File: src/rtl/fifo_flagged.sv
// Circular-buffer FIFO with occupancy count, threshold flags and sticky error flags.
// Define FIFO_FLAGGED_FWFT_EN for first-word fall-through reads; default is a registered 1-cycle read.
module fifo_flagged #(
    parameter int DATA_WIDTH = 8,
    parameter int ADDR_WIDTH = 4,
    parameter int AF_LEVEL   = 2**ADDR_WIDTH - 2,
    parameter int AE_LEVEL   = 2
) (
    input  logic                  clk,
    input  logic                  reset,
    input  logic                  wr,
    input  logic [DATA_WIDTH-1:0] w_data,
    input  logic                  rd,
    input  logic                  clr_err,
    output logic [DATA_WIDTH-1:0] r_data,
    output logic                  r_valid,
    output logic                  empty,
    output logic                  full,
    output logic                  almost_empty,
    output logic                  almost_full,
    output logic [ADDR_WIDTH:0]   count,
    output logic                  overflow,
    output logic                  underflow
);

    localparam int DEPTH = 2**ADDR_WIDTH;
    localparam logic [ADDR_WIDTH:0]   DEPTH_C = (ADDR_WIDTH+1)'(DEPTH);
    localparam logic [ADDR_WIDTH:0]   AF_C    = (ADDR_WIDTH+1)'(AF_LEVEL);
    localparam logic [ADDR_WIDTH:0]   AE_C    = (ADDR_WIDTH+1)'(AE_LEVEL);
    localparam logic [ADDR_WIDTH:0]   CNT_ONE = (ADDR_WIDTH+1)'(1);
    localparam logic [ADDR_WIDTH-1:0] PTR_ONE = ADDR_WIDTH'(1);

    logic [DATA_WIDTH-1:0] mem [DEPTH];
    logic [ADDR_WIDTH-1:0] w_ptr;
    logic [ADDR_WIDTH-1:0] r_ptr;
    logic [ADDR_WIDTH:0]   count_q;
    logic                  wr_ok;
    logic                  rd_ok;

    // Flags decode the count register only, never same-cycle requests.
    assign empty        = (count_q == '0);
    assign full         = (count_q == DEPTH_C);
    assign almost_empty = (count_q <= AE_C);
    assign almost_full  = (count_q >= AF_C);
    assign count        = count_q;

    // A write into a full FIFO is only accepted when a read frees a slot in the same cycle.
    assign rd_ok = rd & ~empty;
    assign wr_ok = wr & (~full | rd_ok);

    always_ff @(posedge clk) begin
        if (wr_ok) begin
            mem[w_ptr] <= w_data;
        end
    end

    always_ff @(posedge clk or negedge reset) begin
        if (!reset) begin
            w_ptr <= '0;
            r_ptr <= '0;
        end else begin
            if (wr_ok) begin
                w_ptr <= w_ptr + PTR_ONE;
            end
            if (rd_ok) begin
                r_ptr <= r_ptr + PTR_ONE;
            end
        end
    end

    always_ff @(posedge clk or negedge reset) begin
        if (!reset) begin
            count_q <= '0;
        end else begin
            case ({wr_ok, rd_ok})
                2'b10:   count_q <= count_q + CNT_ONE;
                2'b01:   count_q <= count_q - CNT_ONE;
                default: count_q <= count_q;
            endcase
        end
    end

    always_ff @(posedge clk or negedge reset) begin
        if (!reset) begin
            overflow  <= 1'b0;
            underflow <= 1'b0;
        end else if (clr_err) begin
            overflow  <= 1'b0;
            underflow <= 1'b0;
        end else begin
            if (wr & ~wr_ok) begin
                overflow <= 1'b1;
            end
            if (rd & ~rd_ok) begin
                underflow <= 1'b1;
            end
        end
    end

`ifdef FIFO_FLAGGED_FWFT_EN
    // Head word is always presented; rd only acknowledges it.
    assign r_data  = empty ? '0 : mem[r_ptr];
    assign r_valid = ~empty;
`else
    always_ff @(posedge clk or negedge reset) begin
        if (!reset) begin
            r_data  <= '0;
            r_valid <= 1'b0;
        end else begin
            r_valid <= rd_ok;
            if (rd_ok) begin
                r_data <= mem[r_ptr];
            end
        end
    end
`endif

endmodule
File: config.mk
export PLATFORM = sky130hd
export DESIGN_NAME = fifo_flagged
export DESIGN_NICKNAME = d
export VERILOG_FILES = /design/src/rtl/fifo_flagged.sv
export SDC_FILE = /design/constraint.sdc
export NUM_CORES = 1
export LEC_CHECK = 0
export BUFFER_PORTS_ARGS = -buffer_cell sky130_fd_sc_hd__buf_2
export CAP_MARGIN = 10
export CORE_ASPECT_RATIO = 1.1
export CORE_MARGIN = 3
export CORE_UTILIZATION = 50
export DETAILED_ROUTE_END_ITERATION = 7
export MAX_ROUTING_LAYER = met4
export PLACE_DENSITY = 0.67
export SKIP_LAST_GASP = 1
export SLEW_MARGIN = 20
export SYNTH_ARGS = -nofsm -noshare
export SYNTH_HDL_FRONTEND = slang
export SYNTH_SLANG_ARGS = --single-unit
File: constraint.sdc
create_clock -name clk -period 10.23 [get_ports clk]
set_input_delay 0.5115 -clock clk [delete_from_list [all_inputs] [get_ports clk]]
set_output_delay 0.5115 -clock clk [all_outputs]
set_load 0.005 [all_outputs]
==> impl_summary.txt <==
----------------------------------------------------
[Placed design]
  Half-perimeter wire length after placement ... about 7400 um
  Routability cong. ... between 0.7 and 0.8
  Port Buffer Count ... 32

[Floorplanning]
  Die extent in x ... about 110 um
  I/O Pins ... 33
  Die H ... ~120 um
  Floorplan core area ... around 0.012 mm^2
  Rows ... slightly above 40
  Die footprint ... 0.01365 mm^2
  Initial core utilization ... between 50 and 60%

[Layout]
  Highest-count cells in the layout ignoring fill and taps ... sky130_fd_sc_hd__edfxtp_1 (128), sky130_fd_sc_hd__mux4_2 (32), sky130_fd_sc_hd__buf_2 (32)
  Fraction of final layout cells with drive strength greater than 1 ... 29.76%
  Total number of nets in the final design ... roughly 380
  Antenna fix cells ... 0
  Area growth from synthesis to final layout ... 16.24%
  Most common cell after layout, fill and taps aside ... sky130_fd_sc_hd__edfxtp_1
  Number of filler instances in the final layout ... approximately 840

[Pwr]
  Logic pwr share ... 26.5%
  Switching pwr ... 0.5891 mW
  Leak pwr ... 2.522 nW
  Power density relative to cell area ... just under 300 mW/mm^2
  Worst vdd ir ... approximately 0.00022 V
  Portion of total power attributed to sequential cells ... roughly two fifths
  Internal ... 1.482 mW
  Portion of total power attributed to the clock network ... between 30% and 40%
  Fraction of power spent switching nets ... 28.45%

[Routing]
  Vias per cell ... 5.811
  Residual DRC ... 0
  Starting DRC count in detailed routing ... 310
  Number of nets still failing antenna checks after routing ... 0
  Overall via count from detail_route ... 3039
  Pre-antenna DRT Iters ... 4
  Post-detailed-routing wire length ... between 10000 and 15000 um
  WL per Instance ... between 20 and 25 um

[Yosys]
  Netlist Area Pre-Place ... 0.006141 mm^2
  Mapped Cells ... 321
  Mean Syn Cell Area ... between 15 and 20 um^2
  Post-synthesis mux area share ... between 10% and 20%
  Number of enable-type register cells in the synthesized netlist ... ~130
  Largest cells by area after synthesis ... sky130_fd_sc_hd__edfxtp_1 (63%), sky130_fd_sc_hd__mux4_2 (12%), sky130_fd_sc_hd__dfrtp_1 (9.8%), sky130_fd_sc_hd__mux2i_1 (2.8%), sky130_fd_sc_hd__ha_1 (1.6%)
  Primary flip-flop cell chosen by synthesis mapping ... sky130_fd_sc_hd__edfxtp_1
  Portion of the post-synthesis area used by sequential elements ... slightly above 70%
  Count of state elements after synthesis ... between 150 and 200
  Post-synth net total ... approximately 340
  Share of the synthesized netlist area taken by xor and xnor gates ... under 10%
  Area fraction in compound gates after synthesis ... about 2.9%
  Synthesized-area fraction occupied by and/or/nand/nor cells ... ~4.2%
  Top cell type by total area after synthesis ... sky130_fd_sc_hd__edfxtp_1
  Count of synthesis-stage warnings from yosys ... 0
  Adder and majority gate portion of the synthesized area ... between 1.5 and 2%
  Dominant combinational cell family by area after synthesis ... multiplexers
  Post-synthesis cell type count ... 38
  Fraction of post-synthesis cell area in the top cell type by area ... 62.59%
  Async set-or-reset flop fraction in the synthesized netlist ... between 10% and 20%

[STA]
  RSZ-0062 raised after global routing ... no
  Relative max-transition margin ... 41.86%
  Clock Skew ... just over 0.009 ns
  Setup tns final ... 0 ns
  Hold Fails Final Rpt ... 0
  Number of pins exceeding their max-slew limit in the final report ... 0
  Final period utilization ... approximately a third
  Worst-Margin Slew ... between 0.8 and 0.9 ns
  F_max ... roughly 290 MHz
  Hold Slack ... between 0.07 and 0.08 ns
  Final critical delay including setup and external delays ... approximately 3.5 ns
  Setup violations, final ... 0

[Setup path]
  Data arrival at the endpoint of the critical path ... ~3.8 ns
  Gate family responsible for the most delay along the worst path ... simple AND/OR/NAND/NOR gates
  Combined buffer and inverter count along the critical path ... 0
  Crit-path max cell delay ... around 0.7 ns
  CP endpoint kind ... flop
  Crit Path Max Fanout ... 12
  Required arrival time at the worst endpoint ... between 10 and 15 ns
  Series of cell instances along the critical path ... or4_1, o21ai_4, nor2_1, fa_1, a21o_1, a21oi_1, mux2_2, or3b_2
  Startpoint Class ... flop
  Slowest stage cell on the critical path ... sky130_fd_sc_hd__or4_1
  Setup CP Type ... reg -> reg

[Clocking]
  Deepest clock path buffer count ... 2
  Cells resized by post-CTS repair ... 0
  Total clock sinks ... 152
  Number of buffers added for setup after CTS ... 0
  Post-CTS Hold Buffers ... 0
  CTS Buf Count ... 17
  CTS tree ... yes
  Clock transition at the register clock pins on the worst setup and hold paths after CTS ... approximately 0.060 ns
  Htree depth ... 4
  Root buf cell ... sky130_fd_sc_hd__clkbuf_16
  Later-pin clock latency in the skew report ... around 0.41 ns

[GRT]
  Global-route wire length before repair ... between 15000 and 20000 um
  Vias in the first global route ... ~3200
  Total congestion overflow ... 0
  Maximum number of pins on one net before global-route repair ... 35
  Initial antenna violation count ... 0
  Total routing resource utilization after global routing ... between 10% and 20%

[Min path]
  Worst hold path class ... in -> async

[Run]
  Number of max-cap violations ... 0

[Outcome]
  Run status ... completed

----------------------------------------------------
[flip-flops by register name, indices dropped and copies added (netlist names)]
name	cells
mem	128
r_data	8
count	5
r_ptr	4
w_ptr	4
overflow	1
r_valid	1
underflow	1
[cells by family after synthesis]
| family | count (synthesis) |
|---|---|
| buffers and inverters | 25 |
| adders and majority gates | 9 |
| DFF | 152 |
| xor gates and xnor gates | 9 |
| AOI/OAI and AO/OA | 22 |
| muxes | 54 |
| and+or+nand+nor | 50 |
[worst paths after layout]
path                       slack, ns  cells after the start                  from              endpoint
max in group asynchronous       9.78                      1                 reset  w_ptr[1]$_DFFE_PN0P_
setup reg to reg                6.74                      8  count[1]$_DFFE_PN0P_  count[4]$_DFFE_PN0P_
hold reg to reg                 0.49                      1  r_ptr[3]$_DFFE_PN0P_  r_ptr[3]$_DFFE_PN0P_
hold / removal                  0.08                      1                 reset  overflow$_DFFE_PN0P_
min in group clk                0.26                      2               clr_err  overflow$_DFFE_PN0P_
setup / recovery                6.74                      8  count[1]$_DFFE_PN0P_  count[4]$_DFFE_PN0P_
[cell type report]
class                      count  area [um^2]  share of cell area (%)
timing repair buffer          39        212.7                   2.980
tap                          150        187.7                   2.629
inverter                       8        30.03                  0.4207
sequential                   152         4444                   62.26
clock buffer                  17        425.4                   5.960
multi-input combinational    144         1609                   22.54
clock inverter                13        229.0                   3.208
[power groups by stage]
stage | clock network (mW) | logic (mW) | registers (mW)
after floorplan | 0 | 0.407 | 0.817
after global routing | 0.726 | 0.604 | 0.847
final | 0.688 | 0.549 | 0.835
after global placement | 0 | 0.549 | 0.838
after CTS | 0.695 | 0.562 | 0.834
after detailed placement | 0 | 0.555 | 0.845
[cells in the mapped netlist, types with 7 or more instances]
cell type,instances
sky130_fd_sc_hd__mux2i_1,17
sky130_fd_sc_hd__buf_2,10
sky130_fd_sc_hd__and2_1,10
sky130_fd_sc_hd__o221ai_1,8
sky130_fd_sc_hd__mux4_2,32
sky130_fd_sc_hd__inv_1,7
sky130_fd_sc_hd__nand2_1,16
sky130_fd_sc_hd__xnor2_1,8
sky130_fd_sc_hd__ha_1,8
sky130_fd_sc_hd__nor2_1,8
sky130_fd_sc_hd__dfrtp_1,24
sky130_fd_sc_hd__edfxtp_1,128
[per-stage QoR]
stage | util [%] | worst slack [ns] | instance area [um^2] | cells | total power, mW
floorplan | - | 6.954 | 6141 | 321 | 1.224
global placement | 55.19 | 6.828 | 6484 | 493 | 1.387
detailed placement | 55.19 | 6.763 | 6484 | 493 | 1.400
CTS | 60.76 | 6.730 | 7138 | 523 | 2.090
global route | 60.76 | 6.541 | 7138 | 523 | 2.176
finish | 60.76 | 6.742 | 7138 | 523 | 2.071
[worst register-to-register path: stages, from the launching register on]
cell	delay, ns
sky130_fd_sc_hd__dfrtp_1	0.47
sky130_fd_sc_hd__or4_1	0.69
sky130_fd_sc_hd__o21ai_4	0.35
sky130_fd_sc_hd__nor2_1	0.17
sky130_fd_sc_hd__fa_1	0.43
sky130_fd_sc_hd__a21o_1	0.19
sky130_fd_sc_hd__a21oi_1	0.24
sky130_fd_sc_hd__mux2_2	0.36
sky130_fd_sc_hd__or3b_2	0.45
[routing by layer]
layer  track usage (%)  share of wire [%]  vias up
met5                 -                  0        -
met4             6.312                1.3        0
li1                  -                  -     1358
met2             30.85                 50       96
met1             25.57                 43     1571
met3             4.586                5.5       14
(Power assumes the default switching activity.)
